[config.mk]
export PLATFORM = sky130hd
export DESIGN_NAME = rx_interrupt_gen
export DESIGN_NICKNAME = d
export VERILOG_FILES = /design/src/rtl/rx_int_pkg.sv /design/src/rtl/int_coalesce_timer.sv /design/src/rtl/rx_interrupt_gen.sv
export SDC_FILE = /design/constraint.sdc
export NUM_CORES = 1
export LEC_CHECK = 0
export ABC_AREA = 1
export BUFFER_PORTS_ARGS = -buffer_cell sky130_fd_sc_hd__buf_2
export CAP_MARGIN = 5
export CORE_UTILIZATION = 44
export CTS_BUF_LIST = sky130_fd_sc_hd__clkbuf_16
export DETAILED_ROUTE_END_ITERATION = 7
export PLACE_DENSITY = 0.82
export SYNTH_ARGS = -nofsm -noshare
export SYNTH_HDL_FRONTEND = slang
export SYNTH_SLANG_ARGS = --single-unit
export TNS_END_PERCENT = 100
[constraint.sdc]
create_clock -name clk -period 3.4 [get_ports clk]
set_clock_uncertainty 0.15 [all_clocks]
set_input_delay 0.34 -clock clk [delete_from_list [all_inputs] [get_ports clk]]
set_output_delay 0.34 -clock clk [all_outputs]
set_load 0.02 [all_outputs]
[src/rtl/rx_int_pkg.sv]
// Shared definitions for the Rx interrupt generator.
// Provides the one-hot FSM state encoding (5 bits) and the default width
// of the coalescing timer.
package rx_int_pkg;

  localparam int TIMER_W_DEFAULT = 16;

  typedef logic [4:0] rx_int_state_t;

  localparam logic [4:0] ST_DISARMED = 5'b00001;
  localparam logic [4:0] ST_ARMED    = 5'b00010;
  localparam logic [4:0] ST_COALESCE = 5'b00100;
  localparam logic [4:0] ST_REQ      = 5'b01000;
  localparam logic [4:0] ST_WAIT_ACK = 5'b10000;

endpackage

[src/rtl/int_coalesce_timer.sv]
// Saturating up-counter for the interrupt coalescing window.
// Ports:
//   clk, reset  : core clock, synchronous active-high reset
//   clear       : force the count to zero (wins over enable)
//   enable      : advance the count by one, holding at the maximum value
//   timeout     : window length in cycles
//   expired     : count >= timeout
module int_coalesce_timer
  import rx_int_pkg::*;
#(
  parameter int TIMER_W = TIMER_W_DEFAULT
) (
  input  logic               clk,
  input  logic               reset,
  input  logic               clear,
  input  logic               enable,
  input  logic [TIMER_W-1:0] timeout,
  output logic               expired
);

  logic [TIMER_W-1:0] count;

  always_ff @(posedge clk) begin
    if (reset || clear) begin
      count <= '0;
    end else if (enable && (count != {TIMER_W{1'b1}})) begin
      count <= count + 1'b1;
    end
  end

  assign expired = (count >= timeout);

endmodule

[src/rtl/rx_interrupt_gen.sv]
// Receive-path interrupt generator with moderation.
// Raises one MSI through the PCIe cfg_interrupt handshake whenever the Rx
// ring holds unconsumed data (hw_pointer != sw_pointer), optionally after a
// coalescing window, then stays disarmed until the driver pulses notify_ack.
// Optional feature: define RX_INT_COALESCE_EN to build the coalescing timer
// and COALESCE state; without it a pending ring raises the request directly.
// Ports:
//   clk, reset          : core clock, synchronous active-high reset
//   hw_pointer          : Rx ring write pointer (DMA engine)
//   sw_pointer          : Rx ring read pointer (host)
//   notify_ack          : single-cycle re-arm pulse from the host
//   coalesce_timeout    : coalescing window in cycles
//   msi_enable          : cfg_interrupt_msienable from the PCIe core
//   cfg_interrupt_n     : active-low interrupt request (registered)
//   cfg_interrupt_rdy_n : active-low grant from the PCIe core
//   interrupt_count     : number of completed interrupts, wraps at 2^32
module rx_interrupt_gen
  import rx_int_pkg::*;
#(
  parameter int TIMER_W = TIMER_W_DEFAULT
) (
  input  logic               clk,
  input  logic               reset,
  input  logic [63:0]        hw_pointer,
  input  logic [63:0]        sw_pointer,
  input  logic               notify_ack,
  input  logic [TIMER_W-1:0] coalesce_timeout,
  input  logic               msi_enable,
  output logic               cfg_interrupt_n,
  input  logic               cfg_interrupt_rdy_n,
  output logic [31:0]        interrupt_count
);

  logic [4:0] state;
  logic [4:0] state_nxt;
  logic       pending_q;
  logic       grant;

  // Plain inequality: any difference between the pointers means data waits.
  always_ff @(posedge clk) begin
    if (reset) begin
      pending_q <= 1'b0;
    end else begin
      pending_q <= (hw_pointer != sw_pointer);
    end
  end

  assign grant = (state == ST_REQ) && !cfg_interrupt_rdy_n;

`ifdef RX_INT_COALESCE_EN
  logic timer_expired;

  // The timer sits at zero outside COALESCE, so entering the state starts
  // a fresh window with no explicit clear pulse.
  int_coalesce_timer #(
    .TIMER_W (TIMER_W)
  ) u_timer (
    .clk     (clk),
    .reset   (reset),
    .clear   (state != ST_COALESCE),
    .enable  (state == ST_COALESCE),
    .timeout (coalesce_timeout),
    .expired (timer_expired)
  );
`else
  logic unused_timeout;
  assign unused_timeout = ^coalesce_timeout;
`endif

  always_comb begin
    state_nxt = state;
    case (state)
      ST_DISARMED: begin
        if (notify_ack) state_nxt = ST_ARMED;
      end
      ST_ARMED: begin
        if (pending_q && msi_enable) begin
`ifdef RX_INT_COALESCE_EN
          state_nxt = ST_COALESCE;
`else
          state_nxt = ST_REQ;
`endif
        end
      end
`ifdef RX_INT_COALESCE_EN
      ST_COALESCE: begin
        // Host drained the ring inside the window: no interrupt needed.
        if (!pending_q) begin
          state_nxt = ST_ARMED;
        end else if (timer_expired && msi_enable) begin
          state_nxt = ST_REQ;
        end
      end
`endif
      // Once requested, the handshake always completes regardless of
      // pending_q or msi_enable.
      ST_REQ: begin
        if (!cfg_interrupt_rdy_n) state_nxt = ST_WAIT_ACK;
      end
      ST_WAIT_ACK: begin
        if (notify_ack) state_nxt = ST_ARMED;
      end
      default: state_nxt = ST_DISARMED;
    endcase
  end

  // Request is registered from the next state so it is low exactly while
  // the FSM sits in REQ.
  always_ff @(posedge clk) begin
    if (reset) begin
      state           <= ST_DISARMED;
      cfg_interrupt_n <= 1'b1;
      interrupt_count <= '0;
    end else begin
      state           <= state_nxt;
      cfg_interrupt_n <= (state_nxt != ST_REQ);
      if (grant) interrupt_count <= interrupt_count + 32'd1;
    end
  end

endmodule

After elaboration in Yosys (flattened, before gate mapping) --
Index checks and enable logic that the tools add are counted.
Storage, ports and cells: logic and storage cells 19, output and inout bits 33, flip-flop bits (word level) 39, input bits 149
Cells by class: eq/ne operators 6, reductions and logical operators 4, muxes and demuxes 4, add/subtract/negate cells 1
Operator list (number):
- $ne A64 B64 Y1 | 1
- $add A32 B1 Y32 const B | 1
- $mux W5 | 3
- $pmux W5 S3 | 1
- $eq A5 B1 Y1 const B | 1
- $eq A5 B2 Y1 const B | 1
- $eq A5 B4 Y1 const B | 1
- $eq A5 B5 Y1 const B | 1
- $ne A5 B4 Y1 const B | 1
- $logic_and A1 B1 Y1 | 2
- $reduce_or A2 Y1 | 1
- $logic_not A1 Y1 | 1

Logic depth before layout (Yosys ltp) --
Gate-level depths: netlist (run 1).
depth in word-level cells 4, gate-level depth with buffers 10, mapped depth without buffers 10

Worst setup path after synthesis (run 1) --
OpenSTA, ideal clock, no wires.
path kind register -> register, from register interrupt_count[0], to register interrupt_count[30], setup time 116 ps, data arrival time 1511 ps, stages on the path, launching flop included 9, path slack 1623 ps, path through dfxtp_1 -> ha_1 -> nand3_1 -> nor2_1 -> nand2_1 -> nor2_4 -> nand3_1 -> o21ai_0 -> nor2_1
On the way: word-level cells in the longest chain between the ends 1
Ends and longest elaborated chain:
- from (decl) | RTL line rx_interrupt_gen.sv:31 | output logic [31:0] interrupt_count
- from (signal assigned) | RTL line rx_interrupt_gen.sv:117 | if (grant) interrupt_count <= interrupt_count + 32'd1;
- $add A32 B1 Y32 | RTL line rx_interrupt_gen.sv:117
No other way between the ends. A chain may end at the register's enable or synchronous reset.

Worst setup path in the final report (run 1) --
from register interrupt_count[0], to register interrupt_count[26]
Same word-level chain as after synthesis.

==> impl_metrics.toml, run 1 <==
[cts]
cts_made_buffers = 5
cts_hold_buf = 0
cts-root-buf = "clkbuf_16"
clock-sinks = 39
post_cts_resized = 0
clock_latency_ns = 0.28
htreeDepth = 2
cts_tree = "yes"
postCtsSetupRepairBufs = 0
max-clock-path-buffers = 2
clk_pin_slew_ns = 0.06

[hold_path]
min_from = "notify_ack"
holdPathEnd = "state[1]"
hold_depth = 3
min_path_type = "in -> reg"

[cells_and_area]
layout_commonest_cell = "buf_2"
area_delta_synth_final_pct = 37.2
nets = 809
fin_util_pct = 63.2
fill_cells = 589
drive_above_1_share_pct = 27.7
layout_common_cells = "buf_2, nand2_1, inv_1"
register_area_um2 = 781
multiInputGateArea_mm2 = 0.00183

[setup_path]
cp.required_ns = 3.43
cp_num_buf_inv = 0
path_delay_family = "simple AND/OR/NAND/NOR gates"
cp_max_fo = 9
r2r-end = "interrupt_count[26]"
cpPeakStageDelay_ns = 0.39
worstSetupPathDepth = 8
cp_data_arrival_time_ns = 1.91
timing.reg2reg.setup_slack_ns = 1.52
crit_path_top_delay_cell = "dfxtp_1"
r2r_cells = 8
crit_chain = "ha_1 -> nand3_1 -> nor2_1 -> nand2_1 -> nor2_4 -> nand3_1 -> o21ai_0 -> nor2_1"
start_kind = "register"
r2r_start = "interrupt_count[0]"
end_kind = "register"
worstSetupPathType = "reg -> reg"

[grt]
grt_max_degree = 22
grt_pass1_wl_um = 14300
antenna_found_initial = 1
grt_pass1_vias = 3497
track_usage_pct = 24.5
grt.overflow.total = 0

[sta]
max-slew-margin-rel_pct = 62.7
fin_tns_setup_ns = 0
finalMaxSlewViolations = 0
finalCritPeriodShare_pct = 55.4
setup_slack_ns = 1.52
worst_pin_slew_ns = 0.559
timing_hold_violations_final = 0
finalSetupViolCount = 0
period_needed_ns = 1.88
fmax_mhz = 531
hold_ws_ns = 0.191
rsz0062_at_grt = "no"

[logic_synthesis]
synth_top_area_share_pct = 26.6
yosysWarnings = 0
netlist_area_mm2 = 0.00294
synthCells = 491
synth_area_leaders = "dfxtp_1, nand2_1, xnor2_1"
syn-num-nets = 641
yosysSeqAreaShare_pct = 26.6
avgSynthCellArea_um2 = 5.99
ys_types = 27
synth-seq-cells = 39
yosys.area.top_type = "dfxtp_1"

[power]
leakagePower_nw = 2.13
p_sw_share_pct = 21.6
clockPowerShare_pct = 47.1
internal_power_uw = 990
p_sw_uw = 272
seq_power_share_pct = 36.6
combPwrFrac_pct = 16.3
vdd_drop_max_mv = 0.389
powerDensity_mw_per_mm2 = 313

[detailed_routing]
finalWirelength_um = 8260
ant_nets = 0
avgViaCountPerCell = 4.78
drt-pass1-iter-count = 4
vias = 3529
wl_per_cell_um = 11.2
drt_iter0_drc = 166
drc_errors = 0

[die]
fp.coreArea_mm2 = 0.00639
dieArea_mm2 = 0.00701
io_pins = 182
fp.dieW_um = 83.7
initial_core_util_pct = 46.0
rows = 29
die_h_um = 83.7

[run_status]
outcome = "completed"

[placement]
place.port_buffers = 165
finalWeightedCongestion = 0.894
place_ws_ns = 1.54
hpwl_um = 7060

[run]
cap_violations = 0
## synth_stat cells, drive strengths merged
cell,n
nand2,164
inv,82
nor2,70
xnor2,46
dfxtp,39
nand3,21
a21oi,14
nor3,13
nand4,10
xor2,10
o21ai,9
a31oi,3
clkbuf,3
and2,1
and3,1
buf,1
conb,1
ha,1
nor3b,1
o22ai,1
## stage by stage
step	instances	cell area [um2]	total power [mW]
5_1_grt	738	4040	1.32
3_5_place_dp	729	3840	0.680
3_3_place_gp	729	3840	0.671
4_1_cts	737	4030	1.27
2_1_floorplan	491	2940	0.576
6_report	738	4040	1.26
## worst min-delay path: stages
cell and delay (ns):
buf_2 0.11, nand2_1 0.06, a21oi_1 0.06
## logic make-up (layout without fill, tap and decap cells)
family                     after synthesis  count (layout)  share of synthesized area [%]
xor gates and xnor gates                56              56                           16.7
other                                    1               2                          0.128
and+or+nand+nor                        281             281                           40.3
buffers and inverters                   86             255                           11.1
adders and majority gates                1               1                          0.425
AOI/OAI and AO/OA                       27              27                           4.77
DFF                                     39              39                           26.6
## registers in the layout, summed over array words and instances, names as in the netlist
register,count
cfg_interrupt_n,1
state,5
interrupt_count,32
pending_q,1
## area by class of cell
class	count	share of cell area (%)
Antenna cell	1	0.0620
Sequential cell	39	19.3
Inverter	82	7.63
Timing Repair Buffer	165	20.5
Multi-Input combinational cell	366	45.4
Clock inverter	3	1.58
Tap cell	77	2.39
Clock buffer	5	3.10
## routing by layer
layer	vias up	share of wire, %	track usage (%)	wire [um]
li1	1818	-	-	-
met1	1559	38	26.1	3130
met2	131	52	44.7	4320
met3	21	6.8	6.33	559
met4	0	3.0	11.9	248
met5	-	0	0	0
## power groups by stage
stage,logic [mW],registers [mW],clock network (mW)
final,0.206,0.462,0.595
after global routing,0.235,0.462,0.623
after CTS,0.209,0.462,0.604
after detailed placement,0.208,0.472,0
after global placement,0.199,0.471,0
after floorplan,0.105,0.471,0
## how the worst max path moves through the flow
stage / startpoint / end / slack [ns]
2_1_floorplan: interrupt_count[0] / interrupt_count[30] / 1.62
3_3_place_gp: interrupt_count[0] / interrupt_count[30] / 1.59
3_5_place_dp: interrupt_count[0] / interrupt_count[30] / 1.54
4_1_cts: interrupt_count[0] / interrupt_count[30] / 1.54
5_1_grt: interrupt_count[0] / interrupt_count[30] / 1.36
6_report: interrupt_count[0] / interrupt_count[26] / 1.52
(Power assumes the default switching activity.)
==> run 2, diff against run 1 <==
CORE_UTILIZATION = 39   (was 44)
PLACE_DENSITY = 0.77   (was 0.82)
clock period = 1.6 ns   (was 3.4 ns; I/O delays follow)
==> impl_metrics.toml, run 2 (synthesized netlist as in run 1, its figures left out) <==
[run_status]
outcome = "finished, violations left"
violations = "negative setup slack"

[die]
fp.dieW_um = 88.8
io_pins = 182
initial_core_util_pct = 40.5
dieArea_mm2 = 0.00789
fp.coreArea_mm2 = 0.00725
die_h_um = 88.8
rows = 31

[grt]
grt_pass1_vias = 3483
antenna_found_initial = 1
track_usage_pct = 22.9
grt_max_degree = 21
grt_pass1_wl_um = 14100
grt.overflow.total = 0

[power]
power_mw = 2.34
clockPowerShare_pct = 39.3
powerDensity_mw_per_mm2 = 522
p_sw_share_pct = 24.3
combPwrFrac_pct = 19.0
vdd_drop_max_mv = 0.342
leakagePower_nw = 2.33
seq_power_share_pct = 41.7
p_sw_uw = 571
internal_power_mw = 1.77

[placement]
place.port_buffers = 165
dp.cells = 778
finalWeightedCongestion = 0.948
place_ws_ns = -0.183
placed_area_mm2 = 0.00408
hpwl_um = 7310

[cells_and_area]
stdcell_area_mm2 = 0.00449
drive_above_1_share_pct = 37.5
stdcell_count = 796
nets = 846
top_register = "interrupt_count"
fin_util_pct = 61.8
largest_reg_flops = 32
layout_commonest_cell = "buf_2"
area_delta_synth_final_pct = 52.6
reg.largest.list = "interrupt_count: 32 flops, state: 5 flops"
layout_common_cells = "buf_2, nand2_1, inv_1"

[detailed_routing]
wl_per_cell_um = 11.6
drc_errors = 0
ant_nets = 0
vias = 3707
finalWirelength_um = 9220
drt-pass1-iter-count = 4
avgViaCountPerCell = 4.66
drt_iter0_drc = 156

[sta]
worst_pin_slew_ns = 0.590
finalCritPeriodShare_pct = 102
fmax_mhz = 615
timing_hold_violations_final = 0
fin_tns_setup_ns = -0.0368
period_needed_ns = 1.63
setup_slack_ns = -0.0263
rsz0062_at_grt = "yes"
finalSetupViolCount = 3
max-slew-margin-rel_pct = 60.6
finalMaxSlewViolations = 0
hold_ws_ns = 0.0172

[setup_path]
r2r_start = "interrupt_count[1]"
timing.reg2reg.setup_slack_ns = -0.03
end_kind = "register"
cp_max_fo = 5
r2r-end = "interrupt_count[19]"
worstSetupPathType = "reg -> reg"
cp_data_arrival_time_ns = 1.64
r2r_cells = 8
cp.required_ns = 1.62
start_kind = "register"

[hold_path]
hold_depth = 3
min_from = "notify_ack"
holdPathEnd = "state[1]"
min_path_type = "in -> reg"

[cts]
clk_pin_slew_ns = 0.06
cts_hold_buf = 0
cts_tree = "yes"
cts_made_buffers = 5
clock-sinks = 39
cts-root-buf = "clkbuf_16"
clock_latency_ns = 0.28
max-clock-path-buffers = 2
htreeDepth = 2

[run]
cap_violations = 0
## run 2: worst max-delay path by stage
| stage | from | endpoint | slack (ns) | depth (start not counted) |
|---|---|---|---|---|
| after global placement | interrupt_count[0] | interrupt_count[30] | -0.08 | 8 |
| after floorplan | interrupt_count[0] | interrupt_count[30] | 0.01 | 8 |
| final | interrupt_count[1] | interrupt_count[19] | -0.03 | 8 |
| after CTS | interrupt_count[3] | interrupt_count[15] | 0.001 | 7 |
| after detailed placement | interrupt_count[0] | interrupt_count[30] | -0.18 | 8 |
| after global routing | interrupt_count[1] | interrupt_count[15] | -0.11 | 8 |
## run 2: power groups by stage
stage	logic (mW)	registers [mW]	clock network [mW]
2_1_floorplan	0.223	0.998	0
3_3_place_gp	0.432	0.998	0
3_5_place_dp	0.449	0.999	0
4_1_cts	0.450	0.978	0.930
5_1_grt	0.504	0.976	0.972
6_report	0.445	0.977	0.922
## run 2: worst max-delay path: stages, from the launching register on
cell and delay (ns):
dfxtp_4 0.35, buf_4 0.13, nand3_4 0.09, nor2_2 0.14, nand3_2 0.16, nor2_4 0.22
nand2_2 0.08, xor2_1 0.14, nor2_1 0.05
## run 2: layer usage
layer / GRT usage (%) / share of wire, %
met5: 0 / 0
met4: 9.82 / 3.3
met3: 5.22 / 7.1
met2: 44.5 / 53
met1: 23.1 / 37
## run 2: timing repair
item,in CTS,in global routing
gates cloned,1,0
pin swaps,5,21
endpoints found under the setup margin,12,25
hold endpoints to repair,0,0
setup buffers,4,5
gates resized for setup,15,43
## run 2: area by class of cell
type,instances,area (um2)
fill,663,2770
multi-input combinational,367,2020
timing repair buffer,201,1100
sequential,39,800
inverter,82,308
clock buffer,5,125
tap,99,124
clock inverter,2,7.51
antenna,1,2.50
